[config.mk]
export PLATFORM = sky130hd
export DESIGN_NAME = button_conditioner
export DESIGN_NICKNAME = d
export VERILOG_FILES = /design/src/rtl/button_conditioner.sv
export SDC_FILE = /design/constraint.sdc
export NUM_CORES = 1
export LEC_CHECK = 0
export CAP_MARGIN = 10
export CORE_AREA = 3 3 62 122
export DETAILED_ROUTE_END_ITERATION = 10
export DIE_AREA = 0 0 65 125
export GPL_TIMING_DRIVEN = 0
export PLACE_DENSITY = 0.67
export REMOVE_ABC_BUFFERS = 1
export SLEW_MARGIN = 20
export SYNTH_ARGS = -nofsm -noshare
export SYNTH_HDL_FRONTEND = slang
export SYNTH_SLANG_ARGS = --single-unit
export TNS_END_PERCENT = 5
[constraint.sdc]
create_clock -name clk -period 2.9 [get_ports clk]
set_input_delay 0.58 -clock clk [delete_from_list [all_inputs] [get_ports clk]]
set_output_delay 0.58 -clock clk [all_outputs]
set_load 0.03 [all_outputs]
[src/rtl/button_conditioner.sv]
`default_nettype none
// ============================================================================
// Module      : button_conditioner
// Description : Two-flop synchronizer, press/release debounce FSM and
//               auto-repeat generator for a single raw pushbutton. Emits a
//               clean level, one-cycle press/release/repeat pulses and an
//               8-bit wrapping press counter. All outputs are registered.
// Revision    : 1.0 - initial release
// ============================================================================
module button_conditioner #(
    parameter int DEBOUNCE_CYCLES = 1000000,
    parameter int REPEAT_DELAY    = 50000000,
    parameter int REPEAT_RATE     = 10000000
) (
    input  logic       clk,
    input  logic       rst,
    input  logic       btn_in,
    output logic       btn_level,
    output logic       press_pulse,
    output logic       release_pulse,
    output logic       repeat_pulse,
    output logic [7:0] press_count
);

    // Counter widths; a one-cycle debounce still needs a 1-bit counter.
    localparam int c_DCNT_W   = (DEBOUNCE_CYCLES > 1) ? $clog2(DEBOUNCE_CYCLES) : 1;
    localparam int c_RD_BITS  = (REPEAT_DELAY > 1) ? $clog2(REPEAT_DELAY) : 1;
    localparam int c_RR_BITS  = (REPEAT_RATE > 1) ? $clog2(REPEAT_RATE) : 1;
    localparam int c_RCNT_W   = (c_RD_BITS > c_RR_BITS) ? c_RD_BITS : c_RR_BITS;
    localparam bit c_REPEAT_EN = (REPEAT_DELAY != 0);

    // Terminal counts, guarded so a zero delay does not underflow.
    localparam logic [c_DCNT_W-1:0] c_DCNT_LAST  = c_DCNT_W'(DEBOUNCE_CYCLES - 1);
    localparam logic [c_RCNT_W-1:0] c_DELAY_LAST =
        c_RCNT_W'((REPEAT_DELAY > 0) ? (REPEAT_DELAY - 1) : 0);
    localparam logic [c_RCNT_W-1:0] c_RATE_LAST  =
        c_RCNT_W'((REPEAT_RATE > 0) ? (REPEAT_RATE - 1) : 0);

    localparam logic [1:0] c_ST_IDLE         = 2'd0;
    localparam logic [1:0] c_ST_PRESS_WAIT   = 2'd1;
    localparam logic [1:0] c_ST_HELD         = 2'd2;
    localparam logic [1:0] c_ST_RELEASE_WAIT = 2'd3;

    logic                r_s1;
    logic                r_btn_s;
    logic [1:0]          r_state;
    logic [c_DCNT_W-1:0] r_dcnt;
    logic [c_RCNT_W-1:0] r_rcnt;
    logic                r_first;

    logic [1:0]          w_state_nxt;
    logic [c_DCNT_W-1:0] w_dcnt_nxt;
    logic [c_RCNT_W-1:0] w_rcnt_nxt;
    logic                w_first_nxt;
    logic                w_level_nxt;
    logic                w_press_nxt;
    logic                w_release_nxt;
    logic                w_repeat_nxt;
    logic [7:0]          w_count_nxt;

    // Bring the asynchronous button into the clk domain.
    always_ff @(posedge clk or posedge rst) begin
        if (rst) begin
            r_s1    <= 1'b0;
            r_btn_s <= 1'b0;
        end else begin
            r_s1    <= btn_in;
            r_btn_s <= r_s1;
        end
    end

    // State, counters and registered outputs.
    always_ff @(posedge clk or posedge rst) begin
        if (rst) begin
            r_state       <= c_ST_IDLE;
            r_dcnt        <= '0;
            r_rcnt        <= '0;
            r_first       <= 1'b0;
            btn_level     <= 1'b0;
            press_pulse   <= 1'b0;
            release_pulse <= 1'b0;
            repeat_pulse  <= 1'b0;
            press_count   <= 8'd0;
        end else begin
            r_state       <= w_state_nxt;
            r_dcnt        <= w_dcnt_nxt;
            r_rcnt        <= w_rcnt_nxt;
            r_first       <= w_first_nxt;
            btn_level     <= w_level_nxt;
            press_pulse   <= w_press_nxt;
            release_pulse <= w_release_nxt;
            repeat_pulse  <= w_repeat_nxt;
            press_count   <= w_count_nxt;
        end
    end

    // Next-state, debounce/repeat counting and next output values.
    always_comb begin
        w_state_nxt   = r_state;
        w_dcnt_nxt    = r_dcnt;
        w_rcnt_nxt    = r_rcnt;
        w_first_nxt   = r_first;
        w_level_nxt   = btn_level;
        w_press_nxt   = 1'b0;
        w_release_nxt = 1'b0;
        w_repeat_nxt  = 1'b0;
        w_count_nxt   = press_count;

        case (r_state)
            c_ST_IDLE: begin
                if (r_btn_s) begin
                    w_state_nxt = c_ST_PRESS_WAIT;
                    w_dcnt_nxt  = '0;
                end
            end

            c_ST_PRESS_WAIT: begin
                if (!r_btn_s) begin
                    w_state_nxt = c_ST_IDLE;
                end else if (r_dcnt == c_DCNT_LAST) begin
                    w_state_nxt = c_ST_HELD;
                    w_press_nxt = 1'b1;
                    w_level_nxt = 1'b1;
                    w_count_nxt = press_count + 8'd1;
                    w_rcnt_nxt  = '0;
                    w_first_nxt = 1'b0;
                end else begin
                    w_dcnt_nxt = r_dcnt + c_DCNT_W'(1);
                end
            end

            c_ST_HELD: begin
                if (!r_btn_s) begin
                    w_state_nxt = c_ST_RELEASE_WAIT;
                    w_dcnt_nxt  = '0;
                end
                // The repeat timer runs on every HELD cycle, including the
                // one that leaves for RELEASE_WAIT; it is frozen there.
                if (c_REPEAT_EN) begin
                    if (!r_first) begin
                        if (r_rcnt == c_DELAY_LAST) begin
                            w_repeat_nxt = 1'b1;
                            w_rcnt_nxt   = '0;
                            w_first_nxt  = 1'b1;
                        end else begin
                            w_rcnt_nxt = r_rcnt + c_RCNT_W'(1);
                        end
                    end else begin
                        if (r_rcnt == c_RATE_LAST) begin
                            w_repeat_nxt = 1'b1;
                            w_rcnt_nxt   = '0;
                        end else begin
                            w_rcnt_nxt = r_rcnt + c_RCNT_W'(1);
                        end
                    end
                end
            end

            c_ST_RELEASE_WAIT: begin
                if (r_btn_s) begin
                    // Release bounce: resume HELD with the repeat timer intact.
                    w_state_nxt = c_ST_HELD;
                end else if (r_dcnt == c_DCNT_LAST) begin
                    w_state_nxt   = c_ST_IDLE;
                    w_release_nxt = 1'b1;
                    w_level_nxt   = 1'b0;
                end else begin
                    w_dcnt_nxt = r_dcnt + c_DCNT_W'(1);
                end
            end

            default: begin
                w_state_nxt = c_ST_IDLE;
            end
        endcase
    end

endmodule
`default_nettype wire

* After elaboration in Yosys (flattened, before gate mapping)
Cells that the tools add are included.
** Storage, ports and cells
- Bits in registers :: 63
- Logic and storage cells :: 72
** Cells by class
- Add/subtract/negate cells :: 3
- Equality and inequality tests :: 14
- Muxes and demuxes :: 36
- Reductions and logical operators :: 8
** Operators with widths (count)
- $mux W26 :: 5
- $mux W20 :: 5
- $pmux W20 S4 :: 1
- $pmux W26 S2 :: 1
- $add A26 B1 Y26 const B :: 1
- $eq A26 B24 Y1 const B :: 1
- $eq A26 B26 Y1 const B :: 1
- $add A20 B1 Y20 const B :: 1
- $eq A20 B20 Y1 const B :: 1
- $mux W1 :: 15
- $mux W2 :: 6
- $ne A2 B2 Y1 const B :: 6
- $add A8 B1 Y8 const B :: 1
- $pmux W2 S4 :: 1
- $reduce_and A4 Y1 :: 2
- $ne A3 B3 Y1 const B :: 2
- $reduce_and A3 Y1 :: 2
- $reduce_and A5 Y1 :: 1
- $eq A2 B2 Y1 const B :: 2
- $pmux W1 S2 :: 2
- $reduce_bool A2 Y1 :: 2
- $eq A2 B1 Y1 const B :: 1
- $logic_not A2 Y1 :: 1

* Logic depth before layout (Yosys ltp)
- Depth after elaboration :: 4
- Mapped depth :: 8
- Gate-level depth less buffers :: 6

* Least setup slack after synthesis
Ideal clock, no wire load.
- Path type :: reg2reg
- Start point :: register r_dcnt[6]
- End point :: register r_dcnt[2]
- Library setup time :: 0.121 ns
- Arrival :: 2.055 ns
- Data required time :: 2.779 ns
- Slack :: 0.724 ns
- Stages on the path, launching flop included :: 7
- Path buffers :: 1
- Period minus slack after synthesis :: 2.176 ns
- Path through :: dfrtp_1 > clkbuf_1 > or3_1 > or4_1 > o21ai_0 > mux2_2 > a22o_1
** On the way
- Longest elaborated chain between the ends :: 4
- Elaborated cells on any way between the ends :: 5
- Those cells by class :: 1 x eq/ne; 4 x mux
** RTL lines
- start: declaration :: RTL line 47 : logic [c_DCNT_W-1:0] r_dcnt;
- start signal: assignment :: RTL line 86 : r_dcnt <= w_dcnt_nxt;
- $eq A20 B20 Y1 (*) :: RTL line 120, 163
- $mux W20 (*)
- $mux W20 (on tied branches)
- $pmux W20 S4 (*)
Every way passes the cells marked *; elsewhere a longest branch is shown, timed or not. The select of a mux whose other input is x is not followed.
A chain may end at the register's enable or synchronous reset.

* Worst setup path in the final report
- Start point :: register r_rcnt[9]
- End point :: register r_rcnt[6]
** On the way
- Longest elaborated chain between the ends :: 4
- Elaborated cells on any way between the ends :: 6
- Those cells by class :: 2 x eq/ne; 4 x mux
** RTL lines
- start: declaration :: RTL line 48 : logic [c_RCNT_W-1:0] r_rcnt;
- start signal: assignment :: RTL line 87 : r_rcnt <= w_rcnt_nxt;
- $eq A26 B26 Y1 / $eq A26 B24 Y1 (equally long branches) :: RTL line 141, 149
- $mux W26 (on tied branches) :: RTL line 141, 149
- $mux W26 (*) :: RTL line 140 : if (!r_first) begin
- $pmux W26 S2 (*) :: RTL line 109 : case (r_state)
Every way passes the cells marked *; elsewhere a longest branch is shown, timed or not.

==> results.sh <==
export IMPL_status="complete, no violations"
export IMPL_wl_um=8160
export IMPL_min_path_cells=0
export IMPL_final_hold_viol_count=0
export IMPL_dieHeight_um=125
export IMPL_vias_per_cell=6.22
export IMPL_cp_slowest_stage_delay_ns=0.74
export IMPL_drc=0
export IMPL_crit_chain="nand4bb_1 -> or4_1 -> a2111o_1 -> nand2_1 -> o21ai_0"
export IMPL_cp_max_fo=21
export IMPL_clock_skew_ns=0.00626
export IMPL_antenna_found_initial=0
export IMPL_postCtsSetupRepairBufs=0
export IMPL_layout_commonest_cell="dfrtp_1"
export IMPL_drtPass1Iterations=5
export IMPL_final_cells=468
export IMPL_synth_area_leaders="dfrtp_1 (47%), nand3_1 (5.3%), nand2_1 (4.6%), nand4_1 (3.9%), xor2_1 (3.6%)"
export IMPL_slew_headroom=0.457
export IMPL_yosysSeqAreaShare=0.466
export IMPL_r2r_cells=5
export IMPL_crit_path_start_kind="flop"
export IMPL_clk_latency_ns=0.33
export IMPL_top_regs="r_rcnt: 26 flops, r_dcnt: 20 flops, press_count: 8 flops"
export IMPL_row_count=42
export IMPL_leakage_nw=1.62
export IMPL_clk_pin_slew_ns=0.05
export IMPL_ys_flop_type="dfrtp_1"
export IMPL_ctsLongestPathBuffers=2
export IMPL_yosys_warnings=0
export IMPL_whs_ns=0.349
export IMPL_slew_violations=0
export IMPL_cts_tree="yes"
export IMPL_power_density_mw_per_mm2=537
export IMPL_dp_cells=453
export IMPL_clock_fmax_ghz=0.374
export IMPL_r2r_start="r_rcnt[9]"
export IMPL_hold_start="r_s1"
export IMPL_die_width_um=65
export IMPL_grt_max_degree=43
export IMPL_largest_reg_flops=26
export IMPL_num_nets_final=382
export IMPL_n_antenna_cell=0
export IMPL_r2r_slack_ns=0.23
export IMPL_drive_above_1_share=0.0947
export IMPL_synth_edf_count=0
export IMPL_grt_first_pass_wirelength_um=14500
export IMPL_numPortBuffers=14
export IMPL_finalSetupTns_ns=0
export IMPL_routedWlPerCell_um=17.4
export IMPL_cts_resized=0
export IMPL_gp_congestion=0.818
export IMPL_track_usage=0.227
export IMPL_top_register="r_rcnt"
export IMPL_syn_inst=362
export IMPL_crit_path_top_delay_cell="a2111o_1"
export IMPL_dieArea_mm2=0.00813
export IMPL_hold_buffers=0
export IMPL_drt_initial_drc_count=175
export IMPL_grt_pass1_vias=3079
export IMPL_fp_coreArea_mm2=0.00667
export IMPL_cts_num_sinks=63
export IMPL_critical_path_class="flop to flop"
export IMPL_end_kind="flop"
export IMPL_path_delay_family="simple AND/OR/NAND/NOR gates"
export IMPL_fin_crit_sh=0.921
export IMPL_final_cell_mix="dfrtp_1 (63), nand2_1 (41), nand3_1 (36), nor2_1 (24), nand4_1 (21)"
export IMPL_floorplan_initialDensity=0.507
export IMPL_final_antenna_net_count=0
export IMPL_arrival_ns=2.87
export IMPL_overflow=0
export IMPL_async_reset_ff_frac=1.00
export IMPL_synth_top_cell_by_area="dfrtp_1"
export IMPL_syn_to_final_growth_pct=16.7
export IMPL_cts_root_buf="clkbuf_16"
export IMPL_vdd_drop_max_mv=0.516
export IMPL_required_ns=3.09
export IMPL_num_vias=2913
export IMPL_r2r_end="r_rcnt[6]"
export IMPL_synth_area_mm2=0.00338
export IMPL_hold_class="flop to flop"
export IMPL_period_minus_slack_ns=2.67
export IMPL_cts_max_level=3
export IMPL_num_io_pins=15
export IMPL_critPathBufInv=0
export IMPL_whs_endpoint="r_btn_s"
export IMPL_drv_cap=0
export IMPL_cts_made_buffers=9
export IMPL_netlist_area_leader_share=0.466
export IMPL_rsz0062_at_grt="false"
export IMPL_finalSetupViolCount=0
export IMPL_worstMarginPinSlew_ns=0.810
export IMPL_hpwlAfterDp_um=5850
export IMPL_yosysUniqueCellTypes=52
export IMPL_ys_ff_latch=63
export IMPL_avgSynthCellArea_um2=9.34
-- how the worst max path moves through the flow --
stage | cells past startpoint | start | end
final | 5 | r_rcnt[9] | r_rcnt[6]
after global routing | 5 | r_rcnt[9] | r_rcnt[6]
after CTS | 5 | r_rcnt[9] | r_rcnt[6]
after detailed placement | 5 | r_rcnt[9] | r_rcnt[1]
after global placement | 4 | r_state[0] | r_rcnt[17]
after floorplan | 4 | r_state[0] | r_rcnt[17]
-- cell families after synthesis --
kind of cell | share of synthesized area
AO/OA/AOI/OAI | 0.127
buffers and inverters | 0.0255
multiplexers | 0.0163
flip-flops | 0.466
adder cells (fa/ha/maj) | 0.0111
XOR/XNOR | 0.0492
AND/OR/NAND/NOR | 0.305
-- stage by stage --
step,power (mW),setup slack [ns],util,cell area (µm²)
after floorplan,0.969,0.227,-,3320
after global placement,0.987,-0.968,0.535,3570
after detailed placement,0.994,0.297,0.545,3630
after CTS,2.14,0.266,0.591,3950
after global routing,2.18,0.108,0.591,3950
final,2.12,0.228,0.591,3950
-- power breakdown --
part,internal (mW),switching [mW],total [mW]
logic,0.0268,0.0366,0.0634
registers,0.893,0.0212,0.915
clock network,0.767,0.375,1.14
-- synth_stat cells (3+ instances only) --
cell	instances
a21oi_1	6
a22o_1	8
a31oi_1	11
and2_1	3
and3_1	4
clkbuf_1	11
dfrtp_1	63
ha_1	3
inv_1	6
mux2_2	4
nand2_1	41
nand3_1	36
nand4_1	21
nor2_1	24
nor2b_1	3
nor3_1	11
nor4_1	4
o2111ai_1	3
o211ai_1	6
o21ai_0	13
or2_2	4
or3_1	14
or4_1	8
xnor2_1	5
xor2_1	14
-- worst reg2reg max path, delay by kind of cell (launching register included) --
family / cells / cell delay (ns)
flip-flops: 1 / 0.46
AND/OR/NAND/NOR: 3 / 1.19
AO/OA/AOI/OAI: 2 / 0.89
-- final cells by class --
class / instances / area, µm²
timing repair buffer: 17 / 190
clock buffer: 11 / 243
fill: 625 / 2730
clock inverter: 4 / 70.1
tap: 88 / 110
sequential: 63 / 1580
multi-input combinational: 279 / 1730
inverter: 6 / 25.0
-- metal layers --
metal / vias up / part of all wire / GRT usage
li1: 1391 / - / -
met1: 1441 / 0.36 / 0.244
met2: 60 / 0.57 / 0.397
met3: 21 / 0.033 / 0.0467
met4: 0 / 0.037 / 0.131
met5: - / 0 / 0
(Power assumes the default switching activity.)
